**src/rtl/vid_stream_pkg.sv**
```systemverilog
// Shared types and constants for the video frame controller slice.
package vid_stream_pkg;

    localparam int unsigned TDATA_W     = 96;
    localparam int unsigned PPC         = 4;
    localparam int unsigned DEF_H_BEATS = 16;
    localparam int unsigned DEF_V_LINES = 64;

    typedef enum logic [1:0] {
        ST_IDLE     = 2'd0,
        ST_WAIT_SOF = 2'd1,
        ST_PASS     = 2'd2
    } vid_state_e;

endpackage

```
**src/rtl/vid_pos_counter.sv**
```systemverilog
// Beat/line position tracker for one video frame; flags line and frame ends.
// VID_FRAME_CTRL_ERR_EN adds the early/late end-of-line flags.
module vid_pos_counter
    import vid_stream_pkg::*;
#(
    parameter int unsigned H_BEATS = DEF_H_BEATS,
    parameter int unsigned V_LINES = DEF_V_LINES,
    parameter int unsigned CNT_W   = 12
) (
    input  logic aclk,
    input  logic aresetn,
    input  logic i_beat,
    input  logic i_sof,
    input  logic i_eol,
`ifdef VID_FRAME_CTRL_ERR_EN
    output logic o_eol_early,
    output logic o_eol_late,
`endif
    output logic o_frame_end
);

    localparam logic [CNT_W-1:0] H_LAST = CNT_W'(H_BEATS - 1);
    localparam logic [CNT_W-1:0] V_LAST = CNT_W'(V_LINES - 1);

    logic [CNT_W-1:0] r_hcnt;
    logic [CNT_W-1:0] r_vcnt;
    logic             w_h_last;
    logic             w_v_last;
    logic             w_line_end;

    assign w_h_last   = (r_hcnt == H_LAST);
    assign w_v_last   = (r_vcnt == V_LAST);
    // An SOF beat always restarts the frame, so it never counts as a line end.
    assign w_line_end = i_beat & ~i_sof & i_eol;
    assign o_frame_end = w_line_end & w_v_last;

`ifdef VID_FRAME_CTRL_ERR_EN
    assign o_eol_early = w_line_end & (r_hcnt < H_LAST);
    assign o_eol_late  = i_beat & ~i_sof & ~i_eol & w_h_last;
`endif

    always_ff @(posedge aclk or negedge aresetn) begin
        if (!aresetn) begin
            r_hcnt <= '0;
            r_vcnt <= '0;
        end else if (i_beat) begin
            if (i_sof) begin
                r_hcnt <= CNT_W'(1);
                r_vcnt <= '0;
            end else if (i_eol) begin
                r_hcnt <= '0;
                r_vcnt <= w_v_last ? '0 : r_vcnt + CNT_W'(1);
            end else if (!w_h_last) begin
                r_hcnt <= r_hcnt + CNT_W'(1);
            end
        end
    end

endmodule

```
**src/rtl/vid_frame_ctrl.sv**
```systemverilog
// Start/stop frame gate for an AXI4-Stream video link with frame counting.
// Define VID_FRAME_CTRL_ERR_EN to enable the sticky framing error flags.
module vid_frame_ctrl
    import vid_stream_pkg::*;
#(
    parameter int unsigned H_BEATS = DEF_H_BEATS,
    parameter int unsigned V_LINES = DEF_V_LINES,
    parameter int unsigned CNT_W   = 12
) (
    input  logic               aclk,
    input  logic               aresetn,
    input  logic [TDATA_W-1:0] s_axis_video_tdata,
    input  logic               s_axis_video_tvalid,
    output logic               s_axis_video_tready,
    input  logic               s_axis_video_tuser,
    input  logic               s_axis_video_tlast,
    output logic [TDATA_W-1:0] m_axis_video_tdata,
    output logic               m_axis_video_tvalid,
    input  logic               m_axis_video_tready,
    output logic               m_axis_video_tuser,
    output logic               m_axis_video_tlast,
    input  logic               start,
    input  logic               stop,
    input  logic               oneshot,
    output logic               busy,
    output logic               frame_done,
    output logic [CNT_W-1:0]   frame_count,
    output logic               err_eol_early,
    output logic               err_eol_late,
    output logic               err_sof
);

    vid_state_e       r_state;
    logic             r_stop_pending;
    logic [CNT_W-1:0] r_frame_count;
    logic             w_pass_en;
    logic             w_beat;
    logic             w_sof;
    logic             w_frame_end;
    logic             w_start_acc;

    // The SOF beat itself passes while still waiting, giving zero-latency capture.
    assign w_pass_en = (r_state == ST_PASS) |
                       ((r_state == ST_WAIT_SOF) & s_axis_video_tuser);

    assign m_axis_video_tdata  = s_axis_video_tdata;
    assign m_axis_video_tuser  = s_axis_video_tuser;
    assign m_axis_video_tlast  = s_axis_video_tlast;
    assign m_axis_video_tvalid = w_pass_en & s_axis_video_tvalid;
    assign s_axis_video_tready = w_pass_en ? m_axis_video_tready : 1'b1;

    assign w_beat      = w_pass_en & s_axis_video_tvalid & m_axis_video_tready;
    assign w_sof       = w_beat & s_axis_video_tuser;
    assign w_start_acc = (r_state == ST_IDLE) & start & ~stop;

    assign busy        = (r_state != ST_IDLE);
    assign frame_done  = w_frame_end & (r_state == ST_PASS);
    assign frame_count = r_frame_count;

`ifdef VID_FRAME_CTRL_ERR_EN
    logic w_eol_early;
    logic w_eol_late;
    logic r_err_eol_early;
    logic r_err_eol_late;
    logic r_err_sof;

    vid_pos_counter #(
        .H_BEATS (H_BEATS),
        .V_LINES (V_LINES),
        .CNT_W   (CNT_W)
    ) u_pos (
        .aclk        (aclk),
        .aresetn     (aresetn),
        .i_beat      (w_beat),
        .i_sof       (w_sof),
        .i_eol       (s_axis_video_tlast),
        .o_eol_early (w_eol_early),
        .o_eol_late  (w_eol_late),
        .o_frame_end (w_frame_end)
    );

    always_ff @(posedge aclk or negedge aresetn) begin
        if (!aresetn) begin
            r_err_eol_early <= 1'b0;
            r_err_eol_late  <= 1'b0;
            r_err_sof       <= 1'b0;
        end else if (w_start_acc) begin
            r_err_eol_early <= 1'b0;
            r_err_eol_late  <= 1'b0;
            r_err_sof       <= 1'b0;
        end else if (r_state == ST_PASS) begin
            if (w_eol_early) r_err_eol_early <= 1'b1;
            if (w_eol_late)  r_err_eol_late  <= 1'b1;
            if (w_sof)       r_err_sof       <= 1'b1;
        end
    end

    assign err_eol_early = r_err_eol_early;
    assign err_eol_late  = r_err_eol_late;
    assign err_sof       = r_err_sof;
`else
    vid_pos_counter #(
        .H_BEATS (H_BEATS),
        .V_LINES (V_LINES),
        .CNT_W   (CNT_W)
    ) u_pos (
        .aclk        (aclk),
        .aresetn     (aresetn),
        .i_beat      (w_beat),
        .i_sof       (w_sof),
        .i_eol       (s_axis_video_tlast),
        .o_frame_end (w_frame_end)
    );

    assign err_eol_early = 1'b0;
    assign err_eol_late  = 1'b0;
    assign err_sof       = 1'b0;
`endif

    always_ff @(posedge aclk or negedge aresetn) begin
        if (!aresetn) begin
            r_state        <= ST_IDLE;
            r_stop_pending <= 1'b0;
            r_frame_count  <= '0;
        end else begin
            case (r_state)
                ST_IDLE: begin
                    r_stop_pending <= 1'b0;
                    if (w_start_acc) r_state <= ST_WAIT_SOF;
                end
                ST_WAIT_SOF: begin
                    if (stop) begin
                        r_state        <= ST_IDLE;
                        r_stop_pending <= 1'b0;
                    end else if (w_sof) begin
                        r_state <= ST_PASS;
                    end
                end
                ST_PASS: begin
                    if (w_frame_end) begin
                        r_frame_count <= r_frame_count + CNT_W'(1);
                        // A stop arriving on the final beat still ends capture here.
                        if (r_stop_pending || stop || oneshot) begin
                            r_state        <= ST_IDLE;
                            r_stop_pending <= 1'b0;
                        end else begin
                            r_state <= ST_WAIT_SOF;
                        end
                    end else if (stop) begin
                        r_stop_pending <= 1'b1;
                    end
                end
                default: begin
                    r_state        <= ST_IDLE;
                    r_stop_pending <= 1'b0;
                end
            endcase
        end
    end

endmodule

```
**config.mk**
```make
export PLATFORM = sky130hd
export DESIGN_NAME = vid_frame_ctrl
export DESIGN_NICKNAME = d
export VERILOG_FILES = /design/src/rtl/vid_stream_pkg.sv /design/src/rtl/vid_pos_counter.sv /design/src/rtl/vid_frame_ctrl.sv
export SDC_FILE = /design/constraint.sdc
export NUM_CORES = 1
export LEC_CHECK = 0
export CORE_AREA = 2 2 86 88
export DETAILED_ROUTE_END_ITERATION = 7
export DIE_AREA = 0 0 88 90
export PLACE_DENSITY = 0.88
export RECOVER_POWER = 50
export SYNTH_ARGS = -nofsm -noshare
export SYNTH_HDL_FRONTEND = slang
export SYNTH_SLANG_ARGS = --single-unit
```
**constraint.sdc**
```tcl
create_clock -name aclk -period 2.4 [get_ports aclk]
set_input_delay 0.36 -clock aclk [delete_from_list [all_inputs] [get_ports aclk]]
set_output_delay 0.36 -clock aclk [all_outputs]
set_load 0.005 [all_outputs]
```
==> results.md <==
- Status: finished clean
- Io pins: 222
- PortBufs: 26
- Synth Area in Adders: 1.15%
- H-tree depth: 1
- Fmax: 439 MHz
- Final Hold Viols: 0
- Multi-input gate area: 741 um2
- Drt initial violations: 57
- Worst setup SP type: flop
- DRC viols: 0
- Largest net degree at the start of global routing: 28
- Post-synthesis mux area share: 0.515%
- CTS buffer count: 3
- TritonCTS clock tree: done
- DIE HEIGHT: 90 um
- Clock sinks: 27
- Hold crit path type: in2async
- CTS root buf: clkbuf_8
- Initial antenna violation count: 0
- Sequential area share after synthesis: 30.9%
- Routed WL: 4020 um
- Crit share post-route: 94.9%
- PwrDens: 609 nW/um2
- Crit path DAT: 1920 ps
- First-pass GRT wire length: 6490 um
- Syn avg cell area: 8.81 um2
- Layout cell share with drive strength beyond 1: 11.5%
- CORE AREA: 7020 um2
- Most common cell after layout, fill and taps aside: dfrtp_1
- Clock Latency Late Sink: 280 ps
- Reg clk slew, reported paths: 100 ps
- DP HPWL: 3000 um
- Pwr Total: 1160 uW
- Yosys cell types: 38
- Final Max Tran Viols: 0
- Post-Synth Simple-Gate Area: 18.3%
- Row Count: 31
- Worst EP required: 2040 ps
- Critical path class: reg2out
- # fillers: 736
- Starting density of the core: 31.1%
- Min Tclk post-route: 2280 ps
- Synth warnings: 0
- Synth Register Bits: 27
- Vias in the first global route: 1368
- Gpl congestion: 0.869
- Die width: 88 um
- Maximum clock path buffer count: 2
- All-Layer GR Usage: 10.2%
- Die ar.: 7920 um2
- Initial DRT Pass Iterations: 4
- Register Area: 676 um2
- DR vias/cell: 4.74
- # Max-Cap Violations: 0
- Max Clock Skew: 3.95 ps
- Post-Syn Instances: 248
- Largest family of logic cells by synthesized area: buffers and inverters
- Post-Synthesis Cell Area: 2180 um2
- Routed Antenna Nets: 0
- Setup bufs post-CTS: 0
- Via count: 1331
- Post-synthesis compound-gate area fraction: 5.27%
- RSZ-0062 raised after global routing: false
- Nets: 290
- Worst Path Max Fanout: 4
- Area Overhead vs Synth: -12.4%
- XOR/XNOR share of the synthesized area: 7.62%
- CP endpoint kind: primary output
- Fin Setup TNS: 0 ps
- Most frequent cells in the layout: 27 x dfrtp_1, 26 x clkdlybuf4s50_1, 15 x nor2_1, 13 x nand2_1, 12 x xnor2_1
- Total grt overflow: 0
- # diodes: 0
- Hold buffer count at CTS: 0
- Routed WL per cell: 14.3 um
- Peak VDD IR: 0.338 mV
- Leakage: 0.000816 uW
- # setup viols final: 0
## logic make-up after synthesis
kind of cell               count (synthesis)
other                                      1
and+or+nand+nor                           72
adders and majority gates                  2
AOI/OAI and AO/OA                         18
muxes                                      1
buffers and inverters                    108
xor gates and xnor gates                  19
DFF                                       27
## where the power goes
part	leakage [uW]	internal (uW)	switching (uW)
combinational	0.000429	151	156
sequential	0.000366	510	76.0
clock	0.0000217	118	154
## timing repair
action	CTS	global route
pin swaps	0	0
resized for setup	2	1
endpoints found under the setup margin	1	1
## critical path: stages, from the launching register on
cell and delay, ps:
dfrtp_1 450, nor3_2 240, nand2_1 140, nor3_2 250
clkdlybuf4s50_1 540
## registers in the layout, summed over array words and instances, names as in the netlist
register	count
frame_count	12
r_state	2
r_stop_pending	1
u_pos.r_vcnt	12
## final timing paths
| check | start | to | slack [ps] | cells past startpoint |
|---|---|---|---|---|
| worst max-delay path | u_pos.r_vcnt[9] | frame_done | 120 | 4 |
| worst min-delay path | aresetn | r_state[1] | 460 | 2 |
| worst max register to register | u_pos.r_vcnt[9] | frame_count[11] | 590 | 5 |
| worst min register to register | frame_count[11] | frame_count[11] | 500 | 1 |
| max in group asynchronous | aresetn | u_pos.r_vcnt[4] | 1690 | 2 |
| min in group aclk | frame_count[11] | frame_count[11] | 500 | 1 |
## cell usage after synthesis, drive strengths merged
master  instances  share of area (%)
buf           104                 35
dfrtp          27                 31
a21oi           2               0.46
or4             2               0.86
conb            1               0.17
and4            1               0.52
nand2          13                2.2
nand3b          2                1.3
or2             1               0.29
a211oi          1               0.34
o31a            1               0.40
nand2b          3               0.86
o41ai           1               0.40
nor4            3               0.86
o21ba           1               0.46
o21ai           9                2.1
mux2            1               0.52
nor2b           2               0.57
o32a            1               0.46
and2            4                1.1
nand4          10                2.9
xor2            7                2.8
and3            4                1.1
ha              2                1.1
or3             2               0.57
nor3            4                1.1
nor2           15                2.6
inv             3               0.52
xnor2          12                4.8
nand3           6                1.4
clkbuf          1               0.17
o21a            1               0.34
o31ai           1               0.34
## stage by stage
| stage | area, um2 | hold slack, ps | std cells | utilization, % | worst slack (ps) |
|---|---|---|---|---|---|
| after floorplan | 2190 | 64.4 | 250 | - | 777 |
| after global placement | 1850 | 475 | 277 | 26.4 | 56.0 |
| after detailed placement | 1850 | 489 | 277 | 26.4 | 23.1 |
| after CTS | 1910 | 484 | 281 | 27.2 | 83.2 |
| after global routing | 1910 | 497 | 281 | 27.3 | 15.5 |
| final | 1910 | 459 | 281 | 27.3 | 122 |
## per-layer routing
metal / vias up / GRT usage, % / wire [um]
met5: - / 0 / 0
met4: 0 / 9.87 / 301
met3: 48 / 2.85 / 331
met2: 81 / 14.3 / 1760
met1: 618 / 12.2 / 1630
li1: 584 / - / -
## area by class of cell
class | instances | share of cell area (%)
well taps | 99 | 6.47
clock buffers | 3 | 2.16
multi-input cells | 115 | 38.7
clock inverters | 1 | 0.392
flip-flops and latches | 27 | 35.3
inverters | 3 | 0.589
repair buffers | 33 | 16.4
Note: power is estimated with default switching activity, not from simulation.
